--- src/rtl/ir_pkg.sv ---
// rtl/ir_pkg.sv - NEC decoder states, unit-window constants and window helper
package ir_pkg;

   typedef enum logic [2:0] {
      IDLE       = 3'd0,
      LEAD_MARK  = 3'd1,
      LEAD_SPACE = 3'd2,
      BIT_MARK   = 3'd3,
      BIT_SPACE  = 3'd4,
      STOP_MARK  = 3'd5
   } ir_state_t;

   // Accepted phase lengths, in completed 562.5 us units.
   localparam int unsigned LEAD_MARK_MIN  = 12;
   localparam int unsigned LEAD_MARK_MAX  = 20;
   localparam int unsigned LEAD_SPACE_MIN = 6;
   localparam int unsigned LEAD_SPACE_MAX = 10;
   localparam int unsigned BIT_MARK_MAX   = 2;
   localparam int unsigned BIT_ZERO_MAX   = 1;
   localparam int unsigned BIT_ONE_MIN    = 2;
   localparam int unsigned BIT_ONE_MAX    = 4;
   localparam int unsigned STOP_MARK_MAX  = 2;
   localparam int unsigned REPEAT_MIN     = 3;
   localparam int unsigned REPEAT_MAX     = 5;

   function automatic logic in_win(input int unsigned u,
                                   input int unsigned lo,
                                   input int unsigned hi);
      return (u >= lo) && (u <= hi);
   endfunction

endpackage

--- src/rtl/ir_unit_timer.sv ---
// rtl/ir_unit_timer.sv - prescaler plus saturating completed-unit counter with sync clear
module ir_unit_timer #(
   parameter int UNIT_TICKS = 28125,
   parameter int MAX_UNITS  = 25,
   parameter int UW         = $clog2(MAX_UNITS + 1)
) (
   input  logic          clk,
   input  logic          reset,
   input  logic          clear,
   output logic [UW-1:0] unit_cnt
);

   localparam int PW = $clog2(UNIT_TICKS + 1);

   logic [PW-1:0] presc;
   logic [PW-1:0] presc_base;
   logic [UW-1:0] cnt;
   logic [UW-1:0] cnt_base;

   // The clearing cycle is itself tick 0 of the new phase, so a phase of
   // N*UNIT_TICKS cycles reads exactly N at its terminating edge.
   always_comb begin
      presc_base = clear ? '0 : presc;
      cnt_base   = clear ? '0 : cnt;
   end

   always_ff @(posedge clk) begin
      if (!reset) begin
         presc <= '0;
         cnt   <= '0;
      end else if (presc_base == PW'(UNIT_TICKS - 1)) begin
         presc <= '0;
         if (cnt_base != UW'(MAX_UNITS))
            cnt <= cnt_base + UW'(1);
         else
            cnt <= cnt_base;
      end else begin
         presc <= presc_base + PW'(1);
         cnt   <= cnt_base;
      end
   end

   assign unit_cnt = cnt;

endmodule

--- src/rtl/ir_pulse_decoder.sv ---
// rtl/ir_pulse_decoder.sv - NEC IR line to serial bits + strobes; NEC_REPEAT_EN adds repeat_code
module ir_pulse_decoder
   import ir_pkg::*;
#(
   parameter int UNIT_TICKS    = 28125,
   parameter int N_BITS        = 32,
   parameter int TIMEOUT_UNITS = 24
) (
   input  logic clk,
   input  logic reset,
   input  logic ir_in,
   output logic sin,
   output logic shift_en,
   output logic frame_start,
   output logic frame_done,
   output logic error,
`ifdef NEC_REPEAT_EN
   output logic repeat_code,
`endif
   output logic busy
);

   localparam int UW = $clog2(TIMEOUT_UNITS + 2);
   localparam int BW = $clog2(N_BITS + 1);

   logic          sync1, sync2, prev;
   logic          rise_q, fall_q;
   logic [UW-1:0] unit_cnt;
   int unsigned   u;

   ir_state_t     state, state_n;
   logic [BW-1:0] bit_cnt, bit_cnt_n;
   logic          sin_n, shift_n, start_n, err_n, last_n;
   logic          done_pend;
`ifdef NEC_REPEAT_EN
   logic          rep_n;
`endif

   always_ff @(posedge clk) begin
      if (!reset) begin
         sync1  <= 1'b1;
         sync2  <= 1'b1;
         prev   <= 1'b1;
         rise_q <= 1'b0;
         fall_q <= 1'b0;
      end else begin
         sync1  <= ir_in;
         sync2  <= sync1;
         prev   <= sync2;
         rise_q <= sync2 & ~prev;
         fall_q <= ~sync2 & prev;
      end
   end

   ir_unit_timer #(
      .UNIT_TICKS (UNIT_TICKS),
      .MAX_UNITS  (TIMEOUT_UNITS + 1),
      .UW         (UW)
   ) u_timer (
      .clk      (clk),
      .reset    (reset),
      .clear    (rise_q | fall_q),
      .unit_cnt (unit_cnt)
   );

   assign u = 32'(unit_cnt);

   always_comb begin
      state_n   = state;
      bit_cnt_n = bit_cnt;
      sin_n     = 1'b0;
      shift_n   = 1'b0;
      start_n   = 1'b0;
      err_n     = 1'b0;
      last_n    = 1'b0;
`ifdef NEC_REPEAT_EN
      rep_n     = 1'b0;
`endif
      // A stuck line saturates the unit counter, so every non-idle phase ends here.
      if (state != IDLE && u > TIMEOUT_UNITS) begin
         err_n   = 1'b1;
         state_n = IDLE;
      end else begin
         case (state)
            IDLE: begin
               if (fall_q)
                  state_n = LEAD_MARK;
            end
            LEAD_MARK: begin
               if (rise_q) begin
                  if (in_win(u, LEAD_MARK_MIN, LEAD_MARK_MAX)) begin
                     state_n = LEAD_SPACE;
                  end else begin
                     err_n   = 1'b1;
                     state_n = IDLE;
                  end
               end
            end
            LEAD_SPACE: begin
               if (fall_q) begin
                  if (in_win(u, LEAD_SPACE_MIN, LEAD_SPACE_MAX)) begin
                     start_n   = 1'b1;
                     bit_cnt_n = '0;
                     state_n   = BIT_MARK;
`ifdef NEC_REPEAT_EN
                  end else if (in_win(u, REPEAT_MIN, REPEAT_MAX)) begin
                     rep_n   = 1'b1;
                     state_n = STOP_MARK;
`endif
                  end else begin
                     err_n   = 1'b1;
                     state_n = IDLE;
                  end
               end
            end
            BIT_MARK: begin
               if (rise_q) begin
                  if (u <= BIT_MARK_MAX) begin
                     state_n = BIT_SPACE;
                  end else begin
                     err_n   = 1'b1;
                     state_n = IDLE;
                  end
               end
            end
            BIT_SPACE: begin
               if (fall_q) begin
                  if (u <= BIT_ZERO_MAX || in_win(u, BIT_ONE_MIN, BIT_ONE_MAX)) begin
                     sin_n     = (u >= BIT_ONE_MIN);
                     shift_n   = 1'b1;
                     bit_cnt_n = bit_cnt + BW'(1);
                     if (bit_cnt == BW'(N_BITS - 1)) begin
                        last_n  = 1'b1;
                        state_n = STOP_MARK;
                     end else begin
                        state_n = BIT_MARK;
                     end
                  end else begin
                     err_n   = 1'b1;
                     state_n = IDLE;
                  end
               end
            end
            STOP_MARK: begin
               if (rise_q) begin
                  err_n   = (u > STOP_MARK_MAX);
                  state_n = IDLE;
               end
            end
            default: state_n = IDLE;
         endcase
      end
   end

   // Strobes are registered; frame_done trails the last shift_en by one cycle.
   always_ff @(posedge clk) begin
      if (!reset) begin
         state       <= IDLE;
         bit_cnt     <= '0;
         sin         <= 1'b0;
         shift_en    <= 1'b0;
         frame_start <= 1'b0;
         error       <= 1'b0;
         done_pend   <= 1'b0;
         frame_done  <= 1'b0;
`ifdef NEC_REPEAT_EN
         repeat_code <= 1'b0;
`endif
      end else begin
         state       <= state_n;
         bit_cnt     <= bit_cnt_n;
         sin         <= sin_n;
         shift_en    <= shift_n;
         frame_start <= start_n;
         error       <= err_n;
         done_pend   <= last_n;
         frame_done  <= done_pend;
`ifdef NEC_REPEAT_EN
         repeat_code <= rep_n;
`endif
      end
   end

   assign busy = (state != IDLE);

endmodule

--- config.mk ---
export PLATFORM = sky130hd
export DESIGN_NAME = ir_pulse_decoder
export DESIGN_NICKNAME = d
export VERILOG_FILES = /design/src/rtl/ir_pkg.sv /design/src/rtl/ir_unit_timer.sv /design/src/rtl/ir_pulse_decoder.sv
export SDC_FILE = /design/constraint.sdc
export NUM_CORES = 1
export LEC_CHECK = 0
export BUFFER_PORTS_ARGS = -buffer_cell sky130_fd_sc_hd__clkbuf_2
export CAP_MARGIN = 0
export CORE_MARGIN = 2
export CORE_UTILIZATION = 28
export DETAILED_ROUTE_END_ITERATION = 12
export GPL_ROUTABILITY_DRIVEN = 0
export GPL_TIMING_DRIVEN = 0
export PLACE_DENSITY = 0.45
export SYNTH_ARGS = -nofsm -noshare
export SYNTH_HDL_FRONTEND = slang
export SYNTH_HIERARCHICAL = 1
export SYNTH_SLANG_ARGS = --single-unit
--- constraint.sdc ---
create_clock -name clk -period 3.1 [get_ports clk]
set_clock_uncertainty 0.2 [all_clocks]
set_input_delay 0.155 -clock clk [delete_from_list [all_inputs] [get_ports clk]]
set_output_delay 0.155 -clock clk [all_outputs]
set_load 0.02 [all_outputs]
==> run summary, run 1 <==
GLOBAL ROUTING
-----------------------------------------------------------------------------------------------------------------
Peak-usage layer in the global routing report ......................................................         met1
Global-route wire length before repair .............................................................      7.60 mm
Met1 track demand over resource in global routing ..................................................        18.0%
Global Route met2 Usage ............................................................................        17.6%
GRT Resource Usage Total ...........................................................................        12.3%
Antenna violations before repair ...................................................................            0
Maximum number of pins on one net before global-route repair .......................................           13
Overall overflow remaining after global route ......................................................            0
Met3 usage .........................................................................................        2.71%
Number of global-route vias before repair ..........................................................         1579

DIE
-----------------------------------------------------------------------------------------------------------------
Total Die Area .....................................................................................    7850 um^2
Horizontal die dimension ...........................................................................      88.6 um
Placeable Area .....................................................................................    6870 um^2
Count of boundary I/O pins .........................................................................            9
Chip height ........................................................................................      88.6 um
Number of standard-cell rows in the floorplan ......................................................           30
Effective utilization at floorplan .................................................................        29.2%

WORST SETUP PATH
-----------------------------------------------------------------------------------------------------------------
Worst reg2reg path endpoint ........................................................................ u_timer/presc[2]$_SDFF_PP0_
Critical path buffers and inverters ................................................................            1
Arrival time reported for the critical path endpoint ...............................................      2.60 ns
Critical path type ................................................................................. register to register
Cell count of the worst reg-to-reg path ............................................................            6
Cell family with the largest share of critical-path delay .......................................... simple AND/OR/NAND/NOR gates
Endpoint class of the critical path ................................................................     register
Cell-by-cell listing of the critical path .......................................................... or2_2 > nand4b_1 > or4_1 > clkbuf_1 > o21ai_1 > nor2_1
Worst path max stage delay .........................................................................      0.60 ns
Worst R2R Setup Slack ..............................................................................      0.45 ns
Reg2Reg Launch Point ............................................................................... fall_q$_SDFF_PN0_
Critical path fanouts, max .........................................................................            8
Critical-path cell with the highest stage delay ....................................................      o21ai_1
Worst Setup Start Kind .............................................................................     register
Crit path required time ............................................................................      3.06 ns

YOSYS
-----------------------------------------------------------------------------------------------------------------
Main combinational cell family by area after synthesis ............................................. simple AND/OR/NAND/NOR gates
Net Count, Synth ...................................................................................          240
Post-synthesis instance area .......................................................................    2000 um^2
Synth Instances ....................................................................................          235
Average cell area after synthesis ..................................................................    8.52 um^2
Part of the Yosys area used for sequential elements ................................................        40.0%
Portion of netlist area occupied by mux cells ......................................................        1.50%
Ys async rst share .................................................................................           0%
XOR/XNOR share of the synthesized area .............................................................        5.68%
Synth Area in Compound Gates .......................................................................        14.6%
Area fraction in and, or, nand and nor cells after synthesis .......................................        32.7%
Number of warnings issued by yosys .................................................................            6
Dominant register cell in the synthesized netlist ..................................................      dfxtp_1
Number of library cell types mapped by synthesis ...................................................           51
Number of enable-type register cells in the synthesized netlist ....................................            0
Synth Register Bits ................................................................................           40
Arithmetic-cell share of the synthesized area counting full adders, half adders and majority gates .        1.25%

DETAILED ROUTING
-----------------------------------------------------------------------------------------------------------------
Count of antenna-violating nets left after detailed routing ........................................            0
Average detailed-routed wire length per instance ...................................................      12.5 um
Wire length after detailed routing .................................................................      4.36 mm
Vias per std cell ..................................................................................         4.88
DRC violation total after the first TritonRoute iteration ..........................................           79
Pre-antenna DRT Iters ..............................................................................            4
Post-route DRC violation count .....................................................................            0
Via count ..........................................................................................         1707

TIMING
-----------------------------------------------------------------------------------------------------------------
Timing-limited maximum frequency ...................................................................      378 MHz
Period minus WS final ..............................................................................      2.65 ns
Final setup fails ..................................................................................            0
Unrepaired setup endpoints after global routing ....................................................           no
Final Hold Violating Endpoints .....................................................................            0
Post-route setup TNS ...............................................................................         0 ns
Final cycle utilization of the critical path .......................................................        85.4%
Post-route worst hold slack ........................................................................     0.211 ns
Worst-case headroom to the max-slew limit ..........................................................        51.7%
Tightest Pin Transition ............................................................................     0.719 ns
Final Max Slew Viols ...............................................................................            0

POWER AND IR DROP
-----------------------------------------------------------------------------------------------------------------
Power density over cell area .......................................................................  407 nW/um^2
Total power consumption of the routed design .......................................................   0.000930 W
Total leakage power ................................................................................     0.763 nW
Max IR drop VDD ....................................................................................       203 uV

PLACEMENT
-----------------------------------------------------------------------------------------------------------------
Final HPWL from detailed placement .................................................................      3.09 mm
DP Cell Count ......................................................................................          339
Total of buffers placed on input and output ports ..................................................            8

CTS
-----------------------------------------------------------------------------------------------------------------
Number of clock sinks ..............................................................................           40
Clock tree from TritonCTS ..........................................................................        built
Total number of H-tree levels ......................................................................            2
TritonCTS Buffers ..................................................................................            5
Clock-pin transition on the worst setup and hold timing paths ......................................      0.08 ns
Max clock buf depth ................................................................................            2
Root Driver ........................................................................................     clkbuf_8
Worst-skew pair later-pin latency ..................................................................      0.29 ns

HOLD PATH
-----------------------------------------------------------------------------------------------------------------
Endpoint of the worst hold path .................................................................... sync2$_SDFF_PN1_
Min-Delay Path Class ............................................................................... register to register
Number of cells on the worst hold path .............................................................            1
Hold Crit Start .................................................................................... sync1$_SDFF_PN1_

RUN
-----------------------------------------------------------------------------------------------------------------
Max cap viols ......................................................................................            0

LAYOUT
-----------------------------------------------------------------------------------------------------------------
Number of fillers in the final layout ..............................................................          707
Final Net Count ....................................................................................          258
Post-layout instance count excluding filler cells ..................................................          350
Antenna Diode Count ................................................................................            0
Fraction of final layout cells sized beyond drive strength 1 .......................................        10.6%
Final Util .........................................................................................        33.3%
Area growth from synthesis to final layout .........................................................        14.2%

STATUS
-----------------------------------------------------------------------------------------------------------------
Run status ......................................................................................... finished, final reports clean

## worst max path at each step
stage | endpoint | slack, ns | start | depth (start not counted)
finish | u_timer/presc[2]$_SDFF_PP0_ | 0.45 | fall_q$_SDFF_PN0_ | 6
global route | u_timer/presc[9]$_SDFF_PP0_ | 0.18 | fall_q$_SDFF_PN0_ | 9
CTS | u_timer/presc[6]$_SDFF_PP0_ | 0.44 | fall_q$_SDFF_PN0_ | 6
detailed placement | u_timer/presc[2]$_SDFF_PP0_ | 0.45 | fall_q$_SDFF_PN0_ | 6
global placement | u_timer/presc[2]$_SDFF_PP0_ | 0.44 | fall_q$_SDFF_PN0_ | 6
floorplan | u_timer/unit_cnt[4]$_SDFF_PN0_ | 0.80 | fall_q$_SDFF_PN0_ | 6
## Yosys cell counts, types with 3 or more instances
| cell type | n | area (um^2) |
|---|---|---|
| a21oi_1 | 7 | 35.0 |
| a21boi_1 | 6 | 45.0 |
| nand4_1 | 7 | 43.8 |
| xor2_1 | 4 | 35.0 |
| and2_1 | 4 | 25.0 |
| nor3_1 | 6 | 30.0 |
| or4_1 | 6 | 45.0 |
| o21ai_0 | 3 | 15.0 |
| or3_1 | 5 | 31.3 |
| nor2b_1 | 6 | 37.5 |
| o31ai_1 | 4 | 30.0 |
| and3_1 | 3 | 18.8 |
| xnor2_1 | 9 | 78.8 |
| nor4_1 | 6 | 37.5 |
| o21ai_1 | 8 | 40.0 |
| nor2_1 | 25 | 93.8 |
| nand2_1 | 15 | 56.3 |
| nand3_1 | 8 | 40.0 |
| nand2b_1 | 6 | 37.5 |
| dfxtp_1 | 40 | 801 |
| nor4b_1 | 3 | 26.3 |
| clkbuf_1 | 6 | 22.5 |
| inv_1 | 10 | 37.5 |
| mux2i_1 | 3 | 30.0 |
## per-layer routing
layer	up-vias	part of all wire [%]
met3	7	3.9
met2	38	41
met1	782	54
met5	-	0
li1	880	-
met4	0	1.5
## what timing repair did
action                    in CTS  in global routing
hold buffers                   3                  0
gates resized for setup        0                  0
hold endpoints to repair       3                  0
buffers inserted               0                  0
## layout make-up
cell class | instances | area [um^2] | area share (%)
multi-input combinational | 176 | 1110 | 48.7
sequential | 40 | 801 | 35.0
tap | 96 | 120 | 5.25
clock buffer | 7 | 86.3 | 3.77
timing repair buffer | 11 | 70.1 | 3.06
buffer | 9 | 50.0 | 2.19
inverter | 10 | 37.5 | 1.64
clock inverter | 1 | 7.51 | 0.328
## flip-flops by register name, indices dropped and copies added, names as in the netlist
name and count:
u_timer/presc 15, bit_cnt 6, u_timer/unit_cnt 5, state 3
done_pend 1, error 1, fall_q 1, frame_done 1
frame_start 1, prev 1, rise_q 1, shift_en 1
sin 1, sync1 1, sync2 1
## stage by stage
stage | area, um^2 | setup slack, ns
2_1_floorplan | 2000 | 0.801
3_3_place_gp | 2160 | 0.436
3_5_place_dp | 2160 | 0.453
4_1_cts | 2290 | 0.442
5_1_grt | 2290 | 0.182
6_report | 2290 | 0.454
## power breakdown
part	switching [W]	internal (W)
combinational	0.0000269	0.0000161
clock	0.000181	0.000181
sequential	0.00000461	0.000520
total	0.000213	0.000717
## layout by cell type, fill, tap and decap left out, types with 7 or more instances in the layout
cell	instances
dfxtp_1	40
nor2_1	25
nand2_1	15
inv_1	10
xnor2_1	9
nand3_1	8
o21ai_1	8
clkbuf_2	8
clkbuf_1	7
a21oi_1	7
nand4_1	7
## logic make-up (layout without fill, tap and decap cells)
logic type,count (synthesis),count (layout)
compound gates,43,43
xor+xnor,13,13
fa+ha+maj,2,2
buf+inv,19,38
mux,3,3
simple gates,115,115
flops,40,40
Power figures use the tool's default switching activity.
==> run 2, diff against run 1 <==
MAX_ROUTING_LAYER = met4   (was default)
==> run 2 against run 1 <==
Compared with the run above: sequential share of layout area did not move; core utilization is the same; via count shrank 0.12%; hold slack about the same; sequential power hardly changed; critical path type unchanged; first-iteration DRC count stayed put; critical path depth unchanged; non-clock buffer count unchanged; die area did not move.
==> run summary, run 2 (synthesized netlist as in run 1, its figures left out) <==
STATUS
----------------------------------------------------------------------------
Run status .................................................... finished, final reports clean

DIE
----------------------------------------------------------------------------
Total Die Area ................................................    7850 um^2
Number of standard-cell rows in the floorplan .................           30
Chip height ...................................................      88.6 um
Effective utilization at floorplan ............................        29.2%
Count of boundary I/O pins ....................................            9
Horizontal die dimension ......................................      88.6 um
Placeable Area ................................................    6870 um^2

CTS
----------------------------------------------------------------------------
Total number of H-tree levels .................................            2
Max clock buf depth ...........................................            2
Post-CTS setup repair buffer count ............................            0
Root Driver ...................................................     clkbuf_8
Worst-skew pair later-pin latency .............................      0.29 ns
TritonCTS Buffers .............................................            5
Clock-pin transition on the worst setup and hold timing paths .      0.08 ns
Number of instances resized during post-cts repair ............            0
Number of clock sinks .........................................           40
Clock tree from TritonCTS .....................................        built

GLOBAL ROUTING
----------------------------------------------------------------------------
Global-route wire length before repair ........................      7.59 mm
GRT Resource Usage Total ......................................        12.7%
Maximum number of pins on one net before global-route repair ..           13
Antenna violations before repair ..............................            0
Overall overflow remaining after global route .................            0
Number of global-route vias before repair .....................         1580

POWER AND IR DROP
----------------------------------------------------------------------------
Max IR drop VDD ...............................................       202 uV
Reported net switching power ..................................   0.000214 W
Net switching share of the total power ........................        23.0%
Internal Dissipation ..........................................   0.000717 W
Power density over cell area ..................................  407 nW/um^2
Share of power burned in the clock network ....................        39.0%
Gate power share ..............................................         4.6%
Sequential fraction of design power ...........................        56.4%
Total leakage power ...........................................     0.763 nW

HOLD PATH
----------------------------------------------------------------------------
Endpoint of the worst hold path ............................... sync2$_SDFF_PN1_
Min-Delay Path Class .......................................... register to register
Hold Crit Start ............................................... sync1$_SDFF_PN1_
Number of cells on the worst hold path ........................            1

WORST SETUP PATH
----------------------------------------------------------------------------
Worst R2R Setup Slack .........................................      0.46 ns
Cell count of the worst reg-to-reg path .......................            6
Arrival time reported for the critical path endpoint ..........      2.59 ns
Worst reg2reg path endpoint ................................... u_timer/presc[6]$_SDFF_PP0_
Crit path required time .......................................      3.05 ns
Worst Setup Start Kind ........................................     register
Endpoint class of the critical path ...........................     register
Critical path type ............................................ register to register
Critical path fanouts, max ....................................            8
Reg2Reg Launch Point .......................................... fall_q$_SDFF_PN0_

LAYOUT
----------------------------------------------------------------------------
Antenna Diode Count ...........................................            0
Largest register by flop count ................................ u_timer/presc
Area growth from synthesis to final layout ....................        14.2%
Most common cell after layout, fill and taps aside ............      dfxtp_1
Commonest cells after routing, fill and taps aside ............ 40 x dfxtp_1, 25 x nor2_1, 15 x nand2_1, 10 x inv_1, 9 x xnor2_1
Fraction of final layout cells sized beyond drive strength 1 ..        10.6%
Max reg flops .................................................           15
Number of fillers in the final layout .........................          707
Final Net Count ...............................................          258

DETAILED ROUTING
----------------------------------------------------------------------------
Via count .....................................................         1705
DRC violation total after the first TritonRoute iteration .....           79
Pre-antenna DRT Iters .........................................            4
Post-route DRC violation count ................................            0
Average detailed-routed wire length per instance ..............      12.5 um
Wire length after detailed routing ............................      4.36 mm
Count of antenna-violating nets left after detailed routing ...            0
Vias per std cell .............................................         4.87

TIMING
----------------------------------------------------------------------------
Worst-case headroom to the max-slew limit .....................        51.8%
Final Hold Violating Endpoints ................................            0
Tightest Pin Transition .......................................     0.718 ns
Timing-limited maximum frequency ..............................      379 MHz
Post-route worst hold slack ...................................     0.211 ns
Period minus WS final .........................................      2.64 ns
Unrepaired setup endpoints after global routing ...............           no
Final setup fails .............................................            0
Post-route setup TNS ..........................................         0 ns
Final cycle utilization of the critical path ..................        85.2%
Final Max Slew Viols ..........................................            0

PLACEMENT
----------------------------------------------------------------------------
Final HPWL from detailed placement ............................      3.09 mm
Total of buffers placed on input and output ports .............            8

RUN
----------------------------------------------------------------------------
Max cap viols .................................................            0

==> run 2: cell type report <==
class,count,area (um^2),share of cell area (%)
inverters,10,37.5,1.64
plain buffers,9,50.0,2.19
flip-flops and latches,40,801,35.0
clock inverters,1,7.51,0.328
multi-input cells,176,1110,48.7
well taps,96,120,5.25
clock buffers,7,86.3,3.77
repair buffers,11,70.1,3.06
==> run 2: timing repair <==
action                                  4_1_cts  5_1_grt
hold buffers                                  3        0
endpoints found under the setup margin        0        0
endpoints found under the hold margin         3        0
==> run 2: per-stage QoR <==
step	std cells	util (%)	setup WS [ns]	area, um^2	power, W
finish	350	33.3	0.459	2290	0.000931
global route	350	33.3	0.182	2290	0.000976
CTS	350	33.3	0.442	2290	0.000952
detailed placement	339	31.5	0.453	2160	0.000578
global placement	339	31.5	0.436	2160	0.000578
floorplan	235	-	0.801	2000	0.000564
==> run 2: metal layers <==
| layer | global-route usage (%) | share of wire (%) | vias to the layer above |
|---|---|---|---|
| li1 | - | - | 881 |
| met5 | - | 0 | - |
| met2 | 17.6 | 40 | 36 |
| met3 | 2.71 | 4.2 | 7 |
| met1 | 18.0 | 54 | 781 |
| met4 | 4.55 | 1.5 | 0 |
==> run 2: worst max-delay path, cell delays in order (launching register included) <==
cell	delay, ns
dfxtp_1	0.35
or2_2	0.35
nand4b_1	0.22
or4_1	0.51
clkbuf_1	0.18
o21ai_1	0.60
nor2_1	0.10
==> run 2: worst max-delay path by stage <==
stage                                     endpoint              start  slack, ns  depth (start not counted)
detailed placement     u_timer/presc[2]$_SDFF_PP0_  fall_q$_SDFF_PN0_       0.45                          6
finish                 u_timer/presc[6]$_SDFF_PP0_  fall_q$_SDFF_PN0_       0.46                          6
floorplan           u_timer/unit_cnt[4]$_SDFF_PN0_  fall_q$_SDFF_PN0_       0.80                          6
global placement       u_timer/presc[2]$_SDFF_PP0_  fall_q$_SDFF_PN0_       0.44                          6
global route           u_timer/presc[9]$_SDFF_PP0_  fall_q$_SDFF_PN0_       0.18                          9
CTS                    u_timer/presc[6]$_SDFF_PP0_  fall_q$_SDFF_PN0_       0.44                          6
==> run 2: power groups by stage <==
stage	logic, W	registers, W	clock network [W]
4_1_cts	0.0000437	0.000525	0.000383
3_5_place_dp	0.0000408	0.000537	0
6_report	0.0000431	0.000525	0.000363
2_1_floorplan	0.0000282	0.000535	0
3_3_place_gp	0.0000412	0.000537	0
5_1_grt	0.0000492	0.000526	0.000401
==> run 3, diff against run 2 <==
ABC_AREA = 1   (was default)
ABC_CLOCK_PERIOD_IN_PS = 3100   (was default)
CORE_UTILIZATION = 35   (was 28)
PLACE_DENSITY = 0.52   (was 0.45)
==> run 3 against run 2 <==
Compared with the run above: die area down 5.8%; critical path depth is 9 higher; power increased by 19%; register-to-register slack gained 0.20 ns; sequential cell count unchanged; via count rose by 34%; critical path type unchanged; largest power group unchanged.
==> run summary, run 3 <==
TIMING
------------------------------------------------------------------------------
Post-route setup TNS ............................................         0 ns
Worst-case headroom to the max-slew limit .......................        76.7%
Unrepaired setup endpoints after global routing .................           no
Timing-limited maximum frequency ................................      409 MHz
Tightest Pin Transition .........................................     0.348 ns
Final Max Slew Viols ............................................            0
Final Hold Violating Endpoints ..................................            0
Period minus WS final ...........................................      2.45 ns
Final setup fails ...............................................            0
Final cycle utilization of the critical path ....................        78.9%

LAYOUT
------------------------------------------------------------------------------
Post-layout instance count excluding filler cells ...............          480
Antenna Diode Count .............................................            0
Max reg flops ...................................................           15
Commonest cells after routing, fill and taps aside .............. 113 x nand2_1, 61 x nor2_1, 53 x inv_1, 42 x nand3_1, 40 x dfxtp_1
Fraction of final layout cells sized beyond drive strength 1 ....        11.4%
Largest register by flop count .................................. u_timer/presc
Final Util ......................................................        41.1%
Area growth from synthesis to final layout ......................        12.1%
Final Net Count .................................................          408
Most common cell after layout, fill and taps aside ..............      nand2_1
Post-Layout Inst Area ...........................................    2640 um^2

CTS
------------------------------------------------------------------------------
Clock tree from TritonCTS .......................................        built
Worst-skew pair later-pin latency ...............................      0.29 ns
Clock-pin transition on the worst setup and hold timing paths ...      0.08 ns
Post-CTS setup repair buffer count ..............................            0
Number of clock sinks ...........................................           40
TritonCTS Buffers ...............................................            5
Max clock buf depth .............................................            2
Root Driver .....................................................     clkbuf_8
Hold buffers post-CTS ...........................................            2
Total number of H-tree levels ...................................            2
Number of instances resized during post-cts repair ..............            0

DIE
------------------------------------------------------------------------------
Horizontal die dimension ........................................      86.0 um
Effective utilization at floorplan ..............................        36.6%
Placeable Area ..................................................    6420 um^2
Number of standard-cell rows in the floorplan ...................           29
Chip height .....................................................      86.0 um
Count of boundary I/O pins ......................................            9
Total Die Area ..................................................    7390 um^2

WORST SETUP PATH
------------------------------------------------------------------------------
Endpoint class of the critical path .............................     register
Crit path required time .........................................      3.08 ns
Worst Setup Start Kind ..........................................     register
Critical path fanouts, max ......................................           10
Critical path type .............................................. register to register
Arrival time reported for the critical path endpoint ............      2.43 ns

DETAILED ROUTING
------------------------------------------------------------------------------
Wire length after detailed routing ..............................      5.56 mm
Post-route DRC violation count ..................................            0
Pre-antenna DRT Iters ...........................................            4
Via count .......................................................         2286
Average detailed-routed wire length per instance ................      11.6 um
Count of antenna-violating nets left after detailed routing .....            0
DRC violation total after the first TritonRoute iteration .......          157
Vias per std cell ...............................................         4.76

GLOBAL ROUTING
------------------------------------------------------------------------------
Number of global-route vias before repair .......................         2031
Antenna violations before repair ................................            0
Global-route wire length before repair ..........................      9.49 mm
GRT Resource Usage Total ........................................        16.6%
Overall overflow remaining after global route ...................            0
Maximum number of pins on one net before global-route repair ....           13

YOSYS
------------------------------------------------------------------------------
Synth Register Bits .............................................           40
Top area cells in the synthesized netlist ....................... dfxtp_1 34%, nand2_1 18%, nor2_1 9.7%, nand3_1 8.9%, inv_1 8.5%
Number of warnings issued by yosys ..............................            6
Post-synth top cells ............................................ 113 x nand2_1, 61 x nor2_1, 53 x inv_1, 42 x nand3_1, 40 x dfxtp_1
Post-synthesis instance area ....................................    2350 um^2
Cell type with the largest total area after synthesis ...........      dfxtp_1
Number of library cell types mapped by synthesis ................           25
Net Count, Synth ................................................          391
Ys async rst share ..............................................           0%
Average cell area after synthesis ...............................    6.09 um^2
Part of the Yosys area used for sequential elements .............        34.0%
Most instantiated library cell after synthesis ..................      nand2_1
Number of enable-type register cells in the synthesized netlist .            0
Synth Instances .................................................          386
Share of the synthesized area in the top cell type ..............        34.0%
Dominant register cell in the synthesized netlist ...............      dfxtp_1

RUN
------------------------------------------------------------------------------
Max cap viols ...................................................            0

PLACEMENT
------------------------------------------------------------------------------
Final HPWL from detailed placement ..............................      4.11 mm
Dpl cell area ...................................................    2490 um^2
DP Cell Count ...................................................          471
Total of buffers placed on input and output ports ...............            8

POWER AND IR DROP
------------------------------------------------------------------------------
Total power consumption of the routed design ....................    0.00111 W
Max IR drop VDD .................................................       202 uV
Total leakage power .............................................      1.16 nW
Power density over cell area ....................................  419 nW/um^2

HOLD PATH
------------------------------------------------------------------------------
Min-Delay Path Class ............................................ register to register

STATUS
------------------------------------------------------------------------------
Run status ...................................................... finished, final reports clean

==> run 3: cell count changes after synthesis, moves of 7 or more <==
| cell | previous run | this run |
|---|---|---|
| nand2_1 | 15 | 113 |
| inv_1 | 10 | 53 |
| nor2_1 | 25 | 61 |
| nand3_1 | 8 | 42 |
| a21oi_1 | 7 | 22 |
| o21ai_1 | 8 | 0 |
| xnor2_1 | 9 | 1 |
| inv_2 | 0 | 7 |
==> run 3: final cells by class <==
class | count | area, um^2
inverter | 60 | 225
tap | 77 | 96.3
clock buffer | 5 | 68.8
buffer | 4 | 35.0
multi-input combinational | 282 | 1290
fill | 717 | 3780
sequential | 40 | 801
timing repair buffer | 10 | 60.1
clock inverter | 2 | 60.1
==> run 3: final timing paths <==
check                                       start                          end  slack (ns)  cells after the start
worst max register to register  fall_q$_SDFF_PN0_  u_timer/presc[9]$_SDFF_PP0_        0.65                     15
worst min register to register   sync1$_SDFF_PN1_             sync2$_SDFF_PN1_        0.22                      1
worst max-delay path            fall_q$_SDFF_PN0_  u_timer/presc[9]$_SDFF_PP0_        0.65                     15
worst min-delay path             sync1$_SDFF_PN1_             sync2$_SDFF_PN1_        0.22                      1
==> run 3: layer usage <==
layer	wire length [um]	vias to the layer above	global-route usage [%]	part of all wire [%]
met5	0	-	-	0
met4	73	0	5.19	1.3
met3	199	7	2.31	3.6
met2	2340	41	24.5	42
met1	2950	1005	23.3	53
li1	-	1233	-	-
==> run 3: cells by family after synthesis <==
family	count (synthesis)	synth area share (%)
AOI/OAI and AO/OA	29	6.33
xor gates and xnor gates	3	1.12
DFF	40	34.0
adders and majority gates	2	1.06
buffers and inverters	64	11.1
and+or+nand+nor	248	46.4
==> run 3: worst max-delay path, cell delays in order, from the launching register on <==
cell	delay (ns)
dfxtp_1	0.40
inv_1	0.09
nand2_1	0.21
inv_2	0.09
buf_6	0.16
buf_6	0.15
nand2_1	0.06
ha_1	0.17
nand2_1	0.06
inv_1	0.07
nand2_1	0.05
nor2_1	0.10
nand3_1	0.08
nand2_1	0.14
buf_4	0.22
nor2_1	0.07
==> run 3: where the power goes <==
part	internal [W]	switching (W)	total [W]
Sequential	0.000521	0.00000578	0.000527
Combinational	0.0000225	0.0000467	0.0000692
Clock	0.000317	0.000192	0.000510
Total	0.000861	0.000245	0.00111
==> run 3: through the flow <==
stage,setup WS (ns),hold WS (ns)
after global placement,0.659,0.149
final,0.654,0.216
after global routing,0.392,0.238
after CTS,0.640,0.218
after floorplan,1.13,0.0238
after detailed placement,0.668,0.146
